--- src/rtl/sc_xnor_pkg.sv ---
// Shared constants and width helpers for the masked XNOR comparator.
package sc_xnor_pkg;

    localparam int STREAK_DEFAULT = 4;

    // Bits needed to hold a ones-count of 0..dataWidth inclusive.
    function automatic int cntWidth(input int dataWidth);
        return $clog2(dataWidth + 1);
    endfunction

endpackage

--- src/rtl/sc_xnor_comparator_popcount.sv ---
// Combinational ones-count: the vector is zero-padded to a power of two and reduced as a binary adder tree.
module cc_popcount #(
    parameter int DATA_WIDTH = 8,
    parameter int CNT_WIDTH  = 4
) (
    input  logic [DATA_WIDTH-1:0] vec,
    output logic [CNT_WIDTH-1:0]  ones
);

    localparam int LEAVES = 1 << $clog2(DATA_WIDTH);
    localparam int NODES  = 2 * LEAVES - 1;

    logic [LEAVES-1:0]    padded;
    logic [CNT_WIDTH-1:0] node [NODES];

    assign padded = LEAVES'(vec);

    // Heap layout: leaves occupy the upper half, node k sums children 2k+1 and 2k+2.
    always_comb begin
        for (int i = 0; i < LEAVES; i++) begin
            node[LEAVES-1+i] = CNT_WIDTH'(padded[i]);
        end
        for (int k = LEAVES - 2; k >= 0; k--) begin
            node[k] = node[2*k+1] + node[2*k+2];
        end
    end

    assign ones = node[0];

endmodule

--- src/rtl/sc_xnor_comparator.sv ---
// Two-stage masked XNOR comparator: equality, thresholded near-equality and a saturating exact-match streak.
module sc_xnor_comparator
    import sc_xnor_pkg::*;
#(
    parameter int  DATA_WIDTH   = 8,
    parameter int  STREAK_WIDTH = STREAK_DEFAULT,
    localparam int CNT_WIDTH    = cntWidth(DATA_WIDTH)
) (
    input  logic                    SC_XnorComparator_CLOCK_50,
    input  logic                    SC_XnorComparator_RESET_InLow,
    input  logic                    clear_In,
    input  logic                    valid_In,
    input  logic [DATA_WIDTH-1:0]   a_In,
    input  logic [DATA_WIDTH-1:0]   b_In,
    input  logic [DATA_WIDTH-1:0]   mask_In,
    input  logic [CNT_WIDTH-1:0]    threshold_In,
    output logic                    valid_Out,
    output logic [DATA_WIDTH-1:0]   xnor_Out,
    output logic [CNT_WIDTH-1:0]    count_Out,
    output logic                    exact_Out,
    output logic                    near_Out,
    output logic [STREAK_WIDTH-1:0] streak_Out,
    output logic                    streak_sat_Out
);

    localparam logic [STREAK_WIDTH-1:0] STREAK_MAX = '1;

    function automatic logic [STREAK_WIDTH-1:0] satIncStreak(input logic [STREAK_WIDTH-1:0] cur);
        return (cur == STREAK_MAX) ? cur : cur + 1'b1;
    endfunction

    logic                    vld_p1;
    logic [DATA_WIDTH-1:0]   xnorVec_p1;
    logic [CNT_WIDTH-1:0]    thrCap_p1;
    logic [CNT_WIDTH-1:0]    ones_p1;

    logic                    vld_p2;
    logic [DATA_WIDTH-1:0]   xnorVec_p2;
    logic [CNT_WIDTH-1:0]    count_p2;
    logic                    exact_p2;
    logic                    near_p2;
    logic [STREAK_WIDTH-1:0] streak_p2;

    // Stage 1: masked XNOR and threshold capture
    always_ff @(posedge SC_XnorComparator_CLOCK_50 or negedge SC_XnorComparator_RESET_InLow) begin
        if (!SC_XnorComparator_RESET_InLow) begin
            vld_p1     <= 1'b0;
            xnorVec_p1 <= '0;
            thrCap_p1  <= '0;
        end else if (clear_In) begin
            vld_p1 <= 1'b0;
        end else begin
            vld_p1 <= valid_In;
            if (valid_In) begin
                xnorVec_p1 <= ~(a_In ^ b_In) | ~mask_In;
                thrCap_p1  <= threshold_In;
            end
        end
    end

    cc_popcount #(
        .DATA_WIDTH (DATA_WIDTH),
        .CNT_WIDTH  (CNT_WIDTH)
    ) uPopcount (
        .vec  (xnorVec_p1),
        .ones (ones_p1)
    );

    // Stage 2: count, equality flags and streak
    always_ff @(posedge SC_XnorComparator_CLOCK_50 or negedge SC_XnorComparator_RESET_InLow) begin
        if (!SC_XnorComparator_RESET_InLow) begin
            vld_p2     <= 1'b0;
            xnorVec_p2 <= '0;
            count_p2   <= '0;
            exact_p2   <= 1'b0;
            near_p2    <= 1'b0;
            streak_p2  <= '0;
        end else if (clear_In) begin
            vld_p2    <= 1'b0;
            streak_p2 <= '0;
        end else begin
            vld_p2 <= vld_p1;
            if (vld_p1) begin
                xnorVec_p2 <= xnorVec_p1;
                count_p2   <= ones_p1;
                exact_p2   <= &xnorVec_p1;
                near_p2    <= (ones_p1 >= thrCap_p1);
                streak_p2  <= (&xnorVec_p1) ? satIncStreak(streak_p2) : '0;
            end
        end
    end

    assign valid_Out      = vld_p2;
    assign xnor_Out       = xnorVec_p2;
    assign count_Out      = count_p2;
    assign exact_Out      = exact_p2;
    assign near_Out       = near_p2;
    assign streak_Out     = streak_p2;
    assign streak_sat_Out = (streak_p2 == STREAK_MAX);

endmodule

--- config.mk ---
export PLATFORM = sky130hd
export DESIGN_NAME = sc_xnor_comparator
export DESIGN_NICKNAME = d
export VERILOG_FILES = /design/src/rtl/sc_xnor_pkg.sv /design/src/rtl/sc_xnor_comparator_popcount.sv /design/src/rtl/sc_xnor_comparator.sv
export SDC_FILE = /design/constraint.sdc
export NUM_CORES = 1
export LEC_CHECK = 0
export ABC_AREA = 1
export CORE_ASPECT_RATIO = 1.25
export CORE_MARGIN = 1
export CORE_UTILIZATION = 25
export DETAILED_ROUTE_END_ITERATION = 7
export PLACE_DENSITY = 0.5
export SETUP_SLACK_MARGIN = 0.4
export SLEW_MARGIN = 20
export SYNTH_ARGS = -nofsm -noshare
export SYNTH_HDL_FRONTEND = slang
export SYNTH_SLANG_ARGS = --single-unit
--- constraint.sdc ---
create_clock -name SC_XnorComparator_CLOCK_50 -period 4.2 [get_ports SC_XnorComparator_CLOCK_50]
set_input_delay 0.84 -clock SC_XnorComparator_CLOCK_50 [delete_from_list [all_inputs] [get_ports SC_XnorComparator_CLOCK_50]]
set_output_delay 0.84 -clock SC_XnorComparator_CLOCK_50 [all_outputs]
set_load 0.1 [all_outputs]
* Yosys cells after proc, flatten, opt, wreduce, memory -nomap -nowiden
Index checks and enable logic that the tools add are counted.
** Storage, ports and cells
- Logic and storage cells :: 36
- Output and inout port bits :: 20
- Bits in registers :: 32
- Input bits :: 32
** Operators by class
- Add/subtract/negate cells :: 8
- Multiplexer cells :: 6
- Bitwise operators :: 5
- Equality and inequality tests :: 2
- Magnitude comparators :: 1
- Reduce and logical (&&, ||, !) cells :: 5
** Operators with widths (number)
- 2-to-1 mux 4 bit :: 4
- inverter 8 bit :: 2
- adder 4 bit :: 3
- adder 1 x 1 -> 2 bit :: 4
- bitwise OR 8 bit :: 1
- AND reduction 8 bit :: 1
- bitwise XOR 8 bit :: 1
- AND reduction 2 bit :: 3
- adder 4 x 1 -> 4 bit, second input constant :: 1
- == test 4 bit, second input constant :: 1
- >= comparator 4 bit :: 1
- inequality test 3 bit, second input constant :: 1
- 2-to-1 mux 1 bit :: 2
- nonzero test 2 bit :: 1
- inverter 1 bit :: 1

* Logic depth before layout (Yosys ltp)
- Word-level depth :: 5
- Gate-level depth with buffers :: 16
- Gate-level depth less buffers :: 16

* By module
A second synthesis with hierarchy kept.
** Second synthesis, totals
- Cells, all modules :: 196
- Area, all modules :: 1712.9 µm²
** Modules (own cells, without submodules)
- sc_xnor_comparator :: sequential area each 800.8 µm², times used 1, area an instance 1473.9 µm², cells each 168
- cc_popcount :: sequential area each 0.0 µm², times used 1, area an instance 239.0 µm², cells each 28

* Worst setup path after synthesis
No wires, ideal clock.
- Path kind :: reg-to-reg
- Start :: register xnorVec_p1[3]
- End :: register near_p2 (netlist: near_Out)
- Cell stages (with the launch flop) :: 17
- Data arrival time :: 2938 ps
- Data required time :: 4080 ps
- Path buffers :: 0
- Setup time :: 120 ps
- Slack :: 1142 ps
- Clock period less this slack :: 3058 ps
- Path through :: dfrtp_1 -> ha_1 -> fa_1 -> inv_1 -> fa_1 -> inv_1 -> ha_1 -> inv_1 -> fa_1 -> inv_1 -> ha_1 -> nand2_1 -> inv_1 -> nand3_1 -> nand3_1 -> nand2_1 -> nand2_1
** Between the ends
- Longest elaborated chain between the ends :: 4
** Ends and longest elaborated chain
- from (decl) :: line sc_xnor_comparator.sv:33 : logic [DATA_WIDTH-1:0] xnorVec_p1;
- from (signal assigned) :: line sc_xnor_comparator.sv:55 : xnorVec_p1 <= ~(a_In ^ b_In) | ~mask_In;
- adder 1 x 1 -> 2 bit :: line sc_xnor_comparator_popcount.sv:24 : node[k] = node[2*k+1] + node[2*k+2];
- adder 4 bit (2 in series) :: line sc_xnor_comparator_popcount.sv:24
- via ones_p1[2] :: line sc_xnor_comparator.sv:35 : logic [CNT_WIDTH-1:0] ones_p1;
- >= comparator 4 bit :: line sc_xnor_comparator.sv:87 : near_p2 <= (ones_p1 >= thrCap_p1);
- to (signal assigned) :: line sc_xnor_comparator.sv:87
- to (decl) :: line sc_xnor_comparator.sv:41 : logic near_p2;
The timed path passes the listed nets, and every way through them passes these cells.
A chain may end at the register's enable or synchronous reset.

* Worst setup path after layout
Ends and elaborated chain as after synthesis.

==> impl_metrics.toml <==
[finish]
fin_cells = 331
syn_to_final_growth_pct = 41.7
final_cell_mix = "nand2_1 (55), clkdlybuf4s50_1 (51), dfrtp_1 (32)"
drive_gt1_share_pct = 6.56
num_antenna_cells = 0
finalNetCount = 291
final_core_util_pct = 36.5
layout_commonest_cell = "nand2_1"
stdcell_area_um2 = 2380

[detailed_routing]
firstDrtPassIters = 4
drtIter0Drc = 46
drc = 0
wl_um = 3570
via_count = 1353
post_drt_wl_per_cell_um = 10.8
ant_nets = 0
vias_per_cell = 4.09

[clocking]
cts.sinks = 32
cts_made_buffers = 5
cts_max_level = 2
tritoncts = "done"
cts-resized-gates = 0
root_buffer = "clkbuf_8"
cts_hold_buffers = 0
clk_latency_ns = 0.28
cts_setup_buffers = 0
cts_max_path_buffers = 2
clkTransAtPathRegs_ns = 0.07

[timing]
fin_crit_sh_pct = 75.2
hold_viol_final = 0
fin_worst_skew_ns = 0.0110
holdWs_ns = 0.469
period_needed_ns = 3.16
finalSetupViolCount = 0
worst_slew_pin_slew_ns = 0.974
clock.fmax_mhz = 316
fin_ws_ns = 1.04
slew_viol_final = 0
rsz0062_at_grt = "no"
maxSlewHeadroom_pct = 34.9
fin_tns_setup_ns = 0

[power_and_ir_drop]
swShare_pct = 46.3
power_per_cell_area_nw_per_um2 = 599
internal-power_uw = 767
combPwrFrac_pct = 51.7
power.net_switching_uw = 662
power.leakage_nw = 1.12
max-vdd-ir-drop_uv = 187
seqPwrFrac_pct = 28.2
p_clk_share_pct = 20.1
power_mw = 1.43

[die]
dieArea_um2 = 7060
ios = 52
coreArea_um2 = 6520
initial_core_util_pct = 25.8
die_h_um = 93.7
fp.dieW_um = 75.4
num_rows = 33

[grt]
grt_start_max_net_pins = 33
grtUsageMet3_pct = 2.25
use_met2_pct = 18.2
grt_usage_pct = 10.8
grt_overflow_total = 0
gr-usage-met1_pct = 13.3
antenna_found_initial = 0
grt_pass1_vias = 1262
grt_pass1_wl_um = 5750
top_usage_layer = "met2"

[synthesis]
avgSynthCellArea_um2 = 8.94
ys_types = 19
synthCells = 188
netlist_area_um2 = 1680
yosysWarningCount = 0
synth-seq-cells = 32
yosysSeqAreaShare_pct = 47.6
syn_nets = 236

[min_path]
hp-class = "register to register"

[flow_run]
maxCapViolations = 0

[place]
gp_congestion = 0.756
placed_area_um2 = 2280
io_buffer_count = 51
post-place-ws_ns = 1.01
place_inst = 323
place_hpwl_um = 2790

[setup_path]
start_kind = "register"
critPathCaptureType = "register"
crit_fanout = 3
crit_type = "register to register"
cp.required_ns = 4.38
worstPathArrival_ns = 3.34

[run_status]
status = "completed"
layer usage:
layer | part of all wire, % | wire, µm
met3 | 3.7 | 132
met4 | 0.87 | 31
met5 | 0 | 0
met1 | 42 | 1510
met2 | 53 | 1890
flip-flops by register name (all words and copies together), names as in the netlist:
signal	flops
xnorVec_p1	8
xnor_Out	8
count_Out	4
streak_Out	4
thrCap_p1	4
exact_Out	1
near_Out	1
valid_Out	1
vld_p1	1
final cells by class:
type | instances | area (µm²)
Clock buffer | 6 | 72.6
Clock inverter | 2 | 35.0
Fill cell | 717 | 4140
Inverter | 27 | 104
Multi-Input combinational cell | 125 | 744
Sequential cell | 32 | 801
Tap cell | 87 | 109
Timing Repair Buffer | 52 | 518
path summary, 6_finish.rpt:
check	start	end	slack [ns]	cells past startpoint
setup / recovery	xnorVec_p1[3]$_DFFE_PN0P_	near_Out$_DFFE_PN0P_	1.04	16
hold / removal	xnor_Out[7]$_DFFE_PN0P_	xnor_Out[7]$_DFFE_PN0P_	0.47	2
setup reg to reg	xnorVec_p1[3]$_DFFE_PN0P_	near_Out$_DFFE_PN0P_	1.04	16
hold reg to reg	xnor_Out[7]$_DFFE_PN0P_	xnor_Out[7]$_DFFE_PN0P_	0.47	2
max in group asynchronous	SC_XnorComparator_RESET_InLow	xnorVec_p1[3]$_DFFE_PN0P_	2.94	2
min in group asynchronous	SC_XnorComparator_RESET_InLow	valid_Out$_DFF_PN0_	0.95	2
Yosys cell counts:
cell / n / area share [%]
nand2_1: 55 / 12
dfrtp_1: 32 / 48
inv_1: 23 / 5.1
ha_1: 12 / 8.9
nor2_1: 12 / 2.7
nand3_1: 10 / 3.0
a31oi_1: 8 / 3.0
xor2_1: 8 / 4.2
o21ai_1: 7 / 2.1
fa_1: 4 / 4.8
inv_2: 3 / 0.67
nand4_1: 3 / 1.1
a21oi_1: 2 / 0.60
buf_2: 2 / 0.60
buf_6: 2 / 1.3
nand2_2: 2 / 0.74
inv_4: 1 / 0.37
nand3_2: 1 / 0.60
nor2_2: 1 / 0.37
critical path: stages (launching register included):
cell     delay (ns)
dfrtp_1        0.40
ha_1           0.25
fa_1           0.54
inv_1          0.05
fa_1           0.49
inv_1          0.04
ha_1           0.18
inv_1          0.06
fa_1           0.42
inv_1          0.07
ha_1           0.22
nand2_1        0.06
inv_1          0.05
nand3_1        0.06
nand3_1        0.07
nand2_1        0.06
nand2_1        0.05
cells by family after synthesis:
group / synth area share (%)
buf+inv: 8.11
compound gates: 5.65
flops: 47.6
fa+ha+maj: 13.7
xor+xnor: 4.17
simple gates: 20.8
power by group through the flow:
| stage | combinational [mW] | clock [mW] | sequential, mW |
|---|---|---|---|
| final | 0.739 | 0.287 | 0.402 |
| after global routing | 0.806 | 0.309 | 0.409 |
| after CTS | 0.752 | 0.299 | 0.404 |
| after detailed placement | 0.749 | 0 | 0.409 |
| after global placement | 0.749 | 0 | 0.409 |
| after floorplan | 0.255 | 0 | 0.705 |
Note: power is estimated with default switching activity, not from simulation.
